$ cat src/rtl/qdrc_user_arb.sv
`default_nettype none
// ============================================================================
// Module   : qdrc_user_arb
// Purpose  : Round-robin two-port arbiter for a QDR command port, gated by PHY
//            calibration, with tag-routed fixed-latency read return.
// Revision : 1.0 - initial release
// ============================================================================
module qdrc_user_arb #(
  parameter int ADDR_W     = 21,
  parameter int DATA_W     = 36,
  parameter int BE_W       = 4,
  parameter int RD_LATENCY = 10
) (
  input  logic              clk,
  input  logic              reset_n,
  input  logic              phy_rdy,
  input  logic              cal_fail,
  input  logic              a_req,
  input  logic              a_wr,
  input  logic [ADDR_W-1:0] a_addr,
  input  logic [DATA_W-1:0] a_wdata,
  input  logic [BE_W-1:0]   a_be,
  output logic              a_ack,
  output logic [DATA_W-1:0] a_rdata,
  output logic              a_rvalid,
  input  logic              b_req,
  input  logic              b_wr,
  input  logic [ADDR_W-1:0] b_addr,
  input  logic [DATA_W-1:0] b_wdata,
  input  logic [BE_W-1:0]   b_be,
  output logic              b_ack,
  output logic [DATA_W-1:0] b_rdata,
  output logic              b_rvalid,
  output logic              qdr_wr_en,
  output logic              qdr_rd_en,
  output logic [ADDR_W-1:0] qdr_addr,
  output logic [DATA_W-1:0] qdr_wdata,
  output logic [BE_W-1:0]   qdr_be,
  input  logic [DATA_W-1:0] qdr_rdata,
  output logic              arb_err,
  output logic [1:0]        arb_state_prb
);

  typedef enum logic [1:0] {
    WAIT_CAL = 2'd0,
    RUN      = 2'd1,
    FAIL     = 2'd2
  } state_t;

  state_t state, state_nxt;
  logic   last_grant_b;
  logic   grant_b;
  logic   rd_en_nxt;

  // Tag pipeline: entry k describes the command that left the port k cycles ago
  logic [RD_LATENCY:0] tag_vld;
  logic [RD_LATENCY:0] tag_id;

  always_comb begin
    state_nxt = state;
    grant_b   = 1'b0;
    a_ack     = 1'b0;
    b_ack     = 1'b0;
    case (state)
      WAIT_CAL: begin
        if (phy_rdy) state_nxt = cal_fail ? FAIL : RUN;
      end
      RUN: begin
        if (!phy_rdy) begin
          state_nxt = WAIT_CAL;
        end else begin
          grant_b = (a_req && b_req) ? !last_grant_b : b_req;
          a_ack   = a_req && !grant_b;
          b_ack   = b_req && grant_b;
        end
      end
      FAIL: begin
        state_nxt = FAIL;
      end
      default: state_nxt = WAIT_CAL;
    endcase
  end

  assign rd_en_nxt     = (a_ack && !a_wr) || (b_ack && !b_wr);
  assign arb_state_prb = state;

  always_ff @(posedge clk or negedge reset_n) begin
    if (!reset_n) begin
      state        <= WAIT_CAL;
      last_grant_b <= 1'b1;
      arb_err      <= 1'b0;
    end else begin
      state <= state_nxt;
      if (state_nxt == FAIL) arb_err <= 1'b1;
      if (a_ack || b_ack) last_grant_b <= b_ack;
    end
  end

  always_ff @(posedge clk or negedge reset_n) begin
    if (!reset_n) begin
      qdr_wr_en <= 1'b0;
      qdr_rd_en <= 1'b0;
      qdr_addr  <= '0;
      qdr_wdata <= '0;
      qdr_be    <= '0;
    end else begin
      qdr_wr_en <= (a_ack && a_wr) || (b_ack && b_wr);
      qdr_rd_en <= rd_en_nxt;
      if (a_ack) begin
        qdr_addr  <= a_addr;
        qdr_wdata <= a_wdata;
        qdr_be    <= a_be;
      end else if (b_ack) begin
        qdr_addr  <= b_addr;
        qdr_wdata <= b_wdata;
        qdr_be    <= b_be;
      end
    end
  end

  // Entry 0 is loaded alongside the command register, so it tracks qdr_rd_en
  always_ff @(posedge clk or negedge reset_n) begin
    if (!reset_n) begin
      tag_vld <= '0;
      tag_id  <= '0;
    end else begin
      tag_vld <= {tag_vld[RD_LATENCY-1:0], rd_en_nxt};
      tag_id  <= {tag_id[RD_LATENCY-1:0], b_ack};
    end
  end

  always_ff @(posedge clk or negedge reset_n) begin
    if (!reset_n) begin
      a_rvalid <= 1'b0;
      b_rvalid <= 1'b0;
      a_rdata  <= '0;
      b_rdata  <= '0;
    end else begin
      a_rvalid <= tag_vld[RD_LATENCY] && !tag_id[RD_LATENCY];
      b_rvalid <= tag_vld[RD_LATENCY] && tag_id[RD_LATENCY];
      if (tag_vld[RD_LATENCY] && !tag_id[RD_LATENCY]) a_rdata <= qdr_rdata;
      if (tag_vld[RD_LATENCY] && tag_id[RD_LATENCY])  b_rdata <= qdr_rdata;
    end
  end

endmodule
`default_nettype wire

$ cat config.mk
export PLATFORM = sky130hd
export DESIGN_NAME = qdrc_user_arb
export DESIGN_NICKNAME = d
export VERILOG_FILES = /design/src/rtl/qdrc_user_arb.sv
export SDC_FILE = /design/constraint.sdc
export NUM_CORES = 1
export LEC_CHECK = 0
export CELL_PAD_IN_SITES_DETAIL_PLACEMENT = 1
export CELL_PAD_IN_SITES_GLOBAL_PLACEMENT = 1
export CORE_MARGIN = 5
export CORE_UTILIZATION = 34
export CTS_CLUSTER_SIZE = 24
export DETAILED_ROUTE_END_ITERATION = 16
export PLACE_DENSITY = 0.87
export REMOVE_ABC_BUFFERS = 1
export SYNTH_ARGS = -nofsm -noshare
export SYNTH_HDL_FRONTEND = slang
export SYNTH_SLANG_ARGS = --single-unit
$ cat constraint.sdc
create_clock -name clk -period 4.4 [get_ports clk]
set_input_delay 1.32 -clock clk [delete_from_list [all_inputs] [get_ports clk]]
set_output_delay 1.32 -clock clk [all_outputs]
set_load 0.01 [all_outputs]
==> flow_metrics.tcl, run 1 <==
set metrics [dict create \
    p_per_area_nw_per_um2 524.4 \
    clkPwrFrac 0.276 \
    yosys_register_bits 162 \
    cts_tree "built" \
    ir_drop_mv 0.2644 \
    clock_sinks 162 \
    period_share 0.9746 \
    place_area_um2 10110 \
    fp.dieArea_um2 23180 \
    cts_buffers 17 \
    synth_warnings 0 \
    syn_inst 569 \
    arrival_ns 2.97 \
    worstSetupPathType "primary input to primary output" \
    antenna_found_initial 4 \
    initialDrtViolationCount 334 \
    grt_overflow_total 0 \
    hold_violations 0 \
    place_congestion 0.7921 \
    synth.yosys.seq_area_share 0.5895 \
    rsz0062_at_grt "false" \
    firstDrtPassIters 5 \
    seqPwrFrac 0.382 \
    cap_violations 0 \
    timing.reg2reg.setup_slack_ns 1.81 \
    final_cells 1128 \
    drc 0 \
    setup_tns_ns 0 \
    wire_per_inst_um 25.84 \
    critPathMaxFanout 4 \
    status "completed" \
    stdcell_area_um2 10720 \
    grt_max_degree 79 \
    synthArstFlopShare 1.000 \
    drive_gt1_frac 0.1520 \
    worst_pin_slew_ns 1.116 \
    netlist.area_leader.share 0.5857 \
    setup_viol 0 \
    root_buffer "clkbuf_16" \
    grt_usage 0.2443 \
    power.internal_mw 3.779 \
    die_x_um 152.2 \
    core_um2 20100 \
    nNetsFinal 1008 \
    die_h_um 152.2 \
    clk_pin_slew_worst_paths_ns 0.07 \
    clk_path_buf_depth 2 \
    fin_hold_ws_ns 0.3391 \
    wl_um 29150 \
    grt_pass1_vias 6788 \
    endpoint_kind "primary output" \
    grt_pass1_wl_um 44130 \
    boundaryPins 308 \
    hold_buffers 0 \
    p_sw_frac 0.3276 \
    finClkSkew_ns 0.01447 \
    port_buffers 307 \
    min_period_ns 4.288 \
    ys.flop_type "dfrtp_1" \
    clkLatencyLatePin_ns 0.43 \
    cp.required_ns 3.08 \
    cts_setup_buffers 0 \
    syn_area_per_cell_um2 12.09 \
    synthesis.area_um2 6879 \
    viasPerCell 5.564 \
    fmax_mhz 233.2 \
    htreeDepth 4 \
    power.leakage_nw 4.278 \
    combPwrFrac 0.342 \
    antenna_left 0 \
    yosys.area.top_type "dfrtp_1" \
    power_mw 5.620 \
    cts.repair.resized 0 \
    area_growth_pct 55.80 \
    dp_hpwl_um 19100 \
    drv_slew 0 \
    timing.slew.headroom 0.2548 \
    rows 52 \
    hp-class "flop to flop" \
    yosys-top-cells-area "dfrtp_1 59%, mux2_2 12%, o31ai_1 6.7%, nand4_1 5.5%, a31oi_1 5.5%" \
    initial_core_util 0.3422 \
    vias 6276 \
    placed_cells 1093 \
    startpoint_type "primary input" \
    power_switching_mw 1.841 \
    synth-edff-count 0 \
    synth_cell_type_count 28 \
]
==> cell usage after synthesis, drive strengths merged, types with 2 or more instances <==
cell type,n
nand4,61
o31ai,61
nand2,2
dfrtp,161
inv,4
clkbuf,36
nand3,2
or2,2
a31oi,61
nor2b,3
a21oi,62
buf,32
mux2,72
==> per-stage QoR <==
step | util | setup WS [ns]
2_1_floorplan | - | -0.9125
3_3_place_gp | 0.5029 | 0.1374
3_5_place_dp | 0.5029 | 0.1255
4_1_cts | 0.5327 | 0.09913
5_1_grt | 0.5331 | 0.04018
6_report | 0.5331 | 0.1120
==> power groups by stage <==
stage,clock network [mW],logic [mW],registers (mW)
after global placement,0,1.86,2.12
after floorplan,0,0.451,2.30
after detailed placement,0,1.92,2.15
final,1.55,1.92,2.15
after global routing,1.65,2.05,2.19
after CTS,1.58,1.95,2.15
==> cell families after synthesis <==
logic type	count (synthesis)	synth area share
buf+inv	72	0.05257
compound gates	187	0.1713
simple gates	76	0.06876
flops	162	0.5895
mux	72	0.1179
==> cells in the final DEF, fill, tap and decap left out, types with 2 or more instances in the layout <==
master           netlist  final
a21oi_1               62     62
a31oi_1               60     60
buf_12                 0      3
buf_4                  3     12
bufinv_16              0      2
clkbuf_16              0     17
clkdlybuf4s50_1        0    305
clkinv_4               0      2
dfrtp_1              161    161
diode_2                0      3
inv_1                  3      3
inv_6                  0      6
mux2_2                72     72
nand2_1                2      2
nand3_1                2      2
nand4_1               61     61
nor2b_4                0      2
o31ai_1               61     61
or2_2                  1      2
==> worst paths after layout <==
| check | startpoint | to | cells after the start |
|---|---|---|---|
| worst min-delay path | tag_vld[7]$_DFF_PN0_ | tag_vld[8]$_DFF_PN0_ | 0 |
| worst max-delay path | phy_rdy | b_ack | 5 |
| min in group asynchronous | reset_n | qdr_addr[8]$_DFFE_PN0P_ | 1 |
| worst min register to register | tag_vld[7]$_DFF_PN0_ | tag_vld[8]$_DFF_PN0_ | 0 |
| worst max register to register | arb_state_prb[1]$_DFF_PN0_ | qdr_addr[2]$_DFFE_PN0P_ | 5 |
| max in group asynchronous | reset_n | qdr_wdata[33]$_DFFE_PN0P_ | 2 |
==> layer usage <==
metal	GRT usage	wire (um)	vias up
met5	0	13	-
met4	0.07577	671	2
met3	0.08492	2541	38
met2	0.4141	14440	301
met1	0.2936	11490	3207
li1	-	-	2728
==> flip-flops by register name, summed over array words and instances (netlist names) <==
register       flops
b_rdata           36
arb_err            1
a_rvalid           1
qdr_be             4
a_rdata           36
qdr_addr          21
tag_vld           11
tag_id            11
qdr_wr_en          1
qdr_wdata         36
arb_state_prb      2
b_rvalid           1
last_grant_b       1
==> cell type report <==
class | count | area, um2
clock buffers | 18 | 429.2
fillers | 2052 | 9387
clock inverters | 14 | 170.2
well taps | 270 | 337.8
inverters | 4 | 15.01
flip-flops and latches | 162 | 4055
repair buffers | 322 | 3219
diodes | 3 | 7.507
multi-input cells | 335 | 2484
==> worst max-delay path, cell delays in order <==
cell	delay [ns]
clkdlybuf4s50_1	0.53
and3b_4	0.27
nand3_1	0.13
inv_1	0.15
clkdlybuf4s50_1	0.56
(Power assumes the default switching activity.)
==> run 2: changes to the inputs <==
CORE_MARGIN = 1   (was 5)
GPL_TIMING_DRIVEN = 0   (was unset)
MAX_ROUTING_LAYER = met4   (was unset)
==> flow_metrics.tcl, run 2 (synthesized netlist as in run 1, its figures left out) <==
set metrics [dict create \
    firstDrtPassIters 4 \
    wire_per_inst_um 24.41 \
    initialDrtViolationCount 305 \
    vias 6250 \
    period_share 0.9685 \
    status "completed" \
    viasPerCell 5.575 \
    htreeDepth 4 \
    cp.required_ns 3.08 \
    final_cells 1121 \
    dr_wl_met3_um 2519 \
    crit_slowest_cell "clkdlybuf4s50_1" \
    holdPathStages 0 \
    drv_slew 0 \
    drive_gt1_frac 0.1499 \
    arrival_ns 2.94 \
    ir_drop_mv 0.2657 \
    power.leakage_nw 4.322 \
    core_um2 19650 \
    cts_buffers 17 \
    clkLatencyLatePin_ns 0.43 \
    grt_usage 0.2742 \
    min_period_ns 4.261 \
    crit_top_cell "clkdlybuf4s50_1" \
    port_buffers 307 \
    final_common_cell "clkdlybuf4s50_1" \
    grt_pass1_wl_um 40740 \
    clock_sinks 162 \
    r2r_end "qdr_addr[14]$_DFFE_PN0P_" \
    cts_tree "built" \
    final_cell_mix "304 x clkdlybuf4s50_1, 161 x dfrtp_1, 72 x mux2_2" \
    nNetsFinal 1007 \
    route.met2.wl_um 13950 \
    antenna_found_initial 2 \
    fp.dieArea_um2 20810 \
    m1WireLength_um 10330 \
    clk_path_buf_depth 2 \
    crit_chain "clkdlybuf4s50_1 > nand2b_4 > nand3_1 > inv_1 > clkdlybuf4s50_1" \
    rows 51 \
    setup_viol 0 \
    r2r_start "arb_state_prb[1]$_DFF_PN0_" \
    route.top_layer_used "met4" \
    max_stage_delay_ns 0.56 \
    dp_hpwl_um 17970 \
    die_h_um 144.2 \
    grt_max_degree 91 \
    fillerInstances 2081 \
    hold_buffers 0 \
    worst_pin_slew_ns 1.297 \
    die_x_um 144.2 \
    wl_um 27370 \
    path_delay_family "buffers and inverters" \
    area_growth_pct 57.24 \
    critPathMaxFanout 12 \
    initial_core_util 0.3500 \
    cap_violations 0 \
    hold_path_end "tag_id[2]$_DFF_PN0_" \
    root_buffer "clkbuf_16" \
    place_congestion 0.7254 \
    startpoint_type "primary input" \
    regArea_um2 4055 \
    rsz0062_at_grt "false" \
    hold_start "tag_id[1]$_DFF_PN0_" \
    place_area_um2 10190 \
    worstSetupPathType "primary input to primary output" \
    hp-class "flop to flop" \
    reg_top3 "a_rdata: 36 flops, b_rdata: 36 flops, qdr_wdata: 36 flops" \
    endpoint_kind "primary output" \
    cp_num_buf_inv 3 \
    grt_pass1_vias 6751 \
    fin_hold_ws_ns 0.3440 \
    hold_violations 0 \
    antenna_left 0 \
    clk_pin_slew_worst_paths_ns 0.07 \
    timing.reg2reg.setup_slack_ns 2.03 \
    cp_num_cells 5 \
    p_per_area_nw_per_um2 509.5 \
    setup_tns_ns 0 \
    multi_input_area_um2 2517 \
    rr_worst_depth 4 \
    grt_overflow_total 0 \
    finClkSkew_ns 0.01748 \
    stdcell_area_um2 10820 \
    timing.slew.headroom 0.1354 \
    boundaryPins 308 \
    placed_cells 1083 \
    fmax_mhz 234.7 \
    drc 0 \
]
-- run 2: cell types whose count changed in the layout (fill, tap and decap cells not counted), sizes merged, moves of 2 or more --
cell | previous run | this run
inv | 11 | 8
clkbuf | 18 | 21
buf | 17 | 12
clkinvlp | 1 | 3
and3b | 1 | 3
-- run 2: repair_timing --
action	in CTS	in global routing
setup endpoints to repair	2	2
pin swaps	1	0
resized for setup	2	1
cloned	2	1
endpoints found under the hold margin	0	0
setup buffers	1	0
-- run 2: where the power goes --
| group | internal (mW) | switching (mW) | total, mW |
|---|---|---|---|
| registers | 1.89 | 0.249 | 2.14 |
| logic | 1.05 | 0.856 | 1.91 |
| clock network | 0.821 | 0.647 | 1.47 |
-- run 2: through the flow --
step,power [mW],setup slack [ns],utilization
2_1_floorplan,2.747,-0.9125,-
6_report,5.511,0.1388,0.5504
3_5_place_dp,4.042,-0.5126,0.5187
3_3_place_gp,3.907,-4.765,0.5056
5_1_grt,5.780,0.05464,0.5504
4_1_cts,5.553,0.06529,0.5495
-- run 2: layout make-up --
class / instances / share of cell area
clock inverters: 12 / 0.01122
clock buffers: 20 / 0.04222
diodes: 2 / 0.0004627
inverters: 4 / 0.001388
flip-flops and latches: 162 / 0.3749
multi-input cells: 338 / 0.2327
repair buffers: 318 / 0.3064
well taps: 265 / 0.03065
-- run 2: how the worst max path moves through the flow --
stage | start | to | slack (ns)
2_1_floorplan | phy_rdy | a_ack | -0.91
3_3_place_gp | reset_n | a_rdata[34]$_DFFE_PN0P_ | -4.76
3_5_place_dp | phy_rdy | b_ack | -0.51
4_1_cts | b_req | a_ack | 0.07
5_1_grt | phy_rdy | b_ack | 0.05
6_report | b_req | a_ack | 0.14
-- run 2: metal layers --
layer / global-route usage / vias to the layer above
li1: - / 2730
met1: 0.3041 / 3173
met2: 0.4638 / 306
met3: 0.08609 / 41
met4: 0.09806 / 0
met5: - / -
==> run 3: changes to the inputs <==
REMOVE_ABC_BUFFERS = unset   (was 1)
==> flow_metrics.tcl, run 3 (synthesized netlist as in run 1, its figures left out) <==
set metrics [dict create \
    status "completed" \
    worstSetupPathType "primary input to primary output" \
    port_buffers 307 \
    fmax_mhz 234.9 \
    p_per_area_nw_per_um2 499.8 \
    core_um2 19650 \
    die_x_um 144.2 \
    boundaryPins 308 \
    hold_violations 0 \
    place_area_um2 10320 \
    ir_drop_mv 0.2609 \
    cp.required_ns 3.08 \
    startpoint_type "primary input" \
    worst_slack_ns 0.1436 \
    initial_core_util 0.3500 \
    grt_max_degree 86 \
    clk_path_buf_depth 2 \
    power_mw 5.450 \
    clkLatencyLatePin_ns 0.43 \
    dp_slack_ns -0.1536 \
    die_h_um 144.2 \
    period_share 0.9674 \
    reg_top3 "a_rdata: 36 flops, b_rdata: 36 flops, qdr_wdata: 36 flops" \
    min_period_ns 4.256 \
    fp.dieArea_um2 20810 \
    cts_buffers 17 \
    final_core_util 0.5548 \
    grt_pass1_vias 6873 \
    finClkSkew_ns 0.01247 \
    drv_slew 0 \
    wl_um 24550 \
    dp_hpwl_um 18480 \
    power.leakage_nw 4.437 \
    drc 0 \
    worst_pin_slew_ns 0.6184 \
    final_cell_mix "304 x clkdlybuf4s50_1, 161 x dfrtp_1, 72 x mux2_2" \
    clock_sinks 162 \
    timing.slew.headroom 0.5877 \
    drive_gt1_frac 0.1573 \
    cts_setup_buffers 0 \
    clk_pin_slew_worst_paths_ns 0.07 \
    stdcell_area_um2 10900 \
    rows 51 \
    synth_nets 735 \
    cts_tree "built" \
    grt_pass1_wl_um 37730 \
    area_growth_pct 58.51 \
    cap_violations 0 \
    initialDrtViolationCount 246 \
    arrival_ns 2.94 \
    root_buffer "clkbuf_16" \
    nNetsFinal 1062 \
    viasPerCell 5.340 \
    antenna_found_initial 1 \
    grt_overflow_total 0 \
    final_common_cell "clkdlybuf4s50_1" \
    antenna_left 0 \
    hp-class "flop to flop" \
    endpoint_kind "primary output" \
    critPathMaxFanout 10 \
    wire_per_inst_um 20.89 \
    grt_usage 0.2483 \
    htreeDepth 4 \
    place_congestion 0.8618 \
    rsz0062_at_grt "false" \
    firstDrtPassIters 4 \
    vias 6274 \
    setup_viol 0 \
]
==> run 3: changes by cell type in the layout (fill, tap and decap cells not counted), moves of 3 or more <==
cell and delta:
clkbuf_1 +35, buf_16 -4, buf_12 -4, buf_2 +22, inv_8 +4, buf_6 +8, clkinvlp_4 -3
==> run 3: final timing paths <==
path,from,end,slack (ns),cells past startpoint
setup / recovery,phy_rdy,b_ack,0.14,7
hold / removal,tag_vld[9]$_DFF_PN0_,tag_vld[10]$_DFF_PN0_,0.34,0
setup reg to reg,arb_state_prb[1]$_DFF_PN0_,qdr_addr[17]$_DFFE_PN0P_,2.37,4
hold reg to reg,tag_vld[9]$_DFF_PN0_,tag_vld[10]$_DFF_PN0_,0.34,0
max in group asynchronous,reset_n,a_rdata[12]$_DFFE_PN0P_,2.70,2
min in group asynchronous,reset_n,arb_state_prb[0]$_DFF_PN0_,0.86,1
==> run 3: what timing repair did <==
item | CTS | global route
resized for setup | 2 | 1
setup endpoints to repair | 1 | 1
hold endpoints to repair | 0 | 0
hold buffers | 0 | 0
==> run 3: area by class of cell <==
| type | count | area (um2) |
|---|---|---|
| Tap cell | 265 | 331.6 |
| Timing Repair Buffer | 308 | 3107 |
| Antenna cell | 1 | 2.502 |
| Clock buffer | 17 | 425.4 |
| Sequential cell | 162 | 4055 |
| Inverter | 4 | 15.01 |
| Multi-Input combinational cell | 335 | 2462 |
| Fill cell | 2103 | 8750 |
| Clock inverter | 15 | 155.1 |
| Buffer | 68 | 350.3 |
==> run 3: power by group <==
| group | internal, mW | leakage (nW) | switching (mW) |
|---|---|---|---|
| registers | 1.88 | 2.03 | 0.251 |
| clock network | 0.761 | 0.288 | 0.701 |
| logic | 1.04 | 2.12 | 0.813 |
==> run 3: per-layer routing <==
layer	GRT usage	routed length (um)
met4	0.08310	628
met3	0.08742	2406
met5	-	0
met2	0.4277	12330
met1	0.2649	9181
==> run 3: stage by stage <==
step	setup TNS, ns	hold slack, ns	std cells
floorplan	0	0.3312	569
global placement	-749.43	0.3312	1141
detailed placement	-0.1536	0.3356	1142
CTS	0	0.3487	1174
global route	0	0.3506	1175
finish	0	0.3441	1175
==> run 3: critical path, cell delays in order <==
cell	delay [ns]
clkdlybuf4s50_1	0.53
and3b_1	0.18
buf_4	0.18
buf_6	0.17
nand3_1	0.11
inv_1	0.13
dlygate4sd2_1	0.30
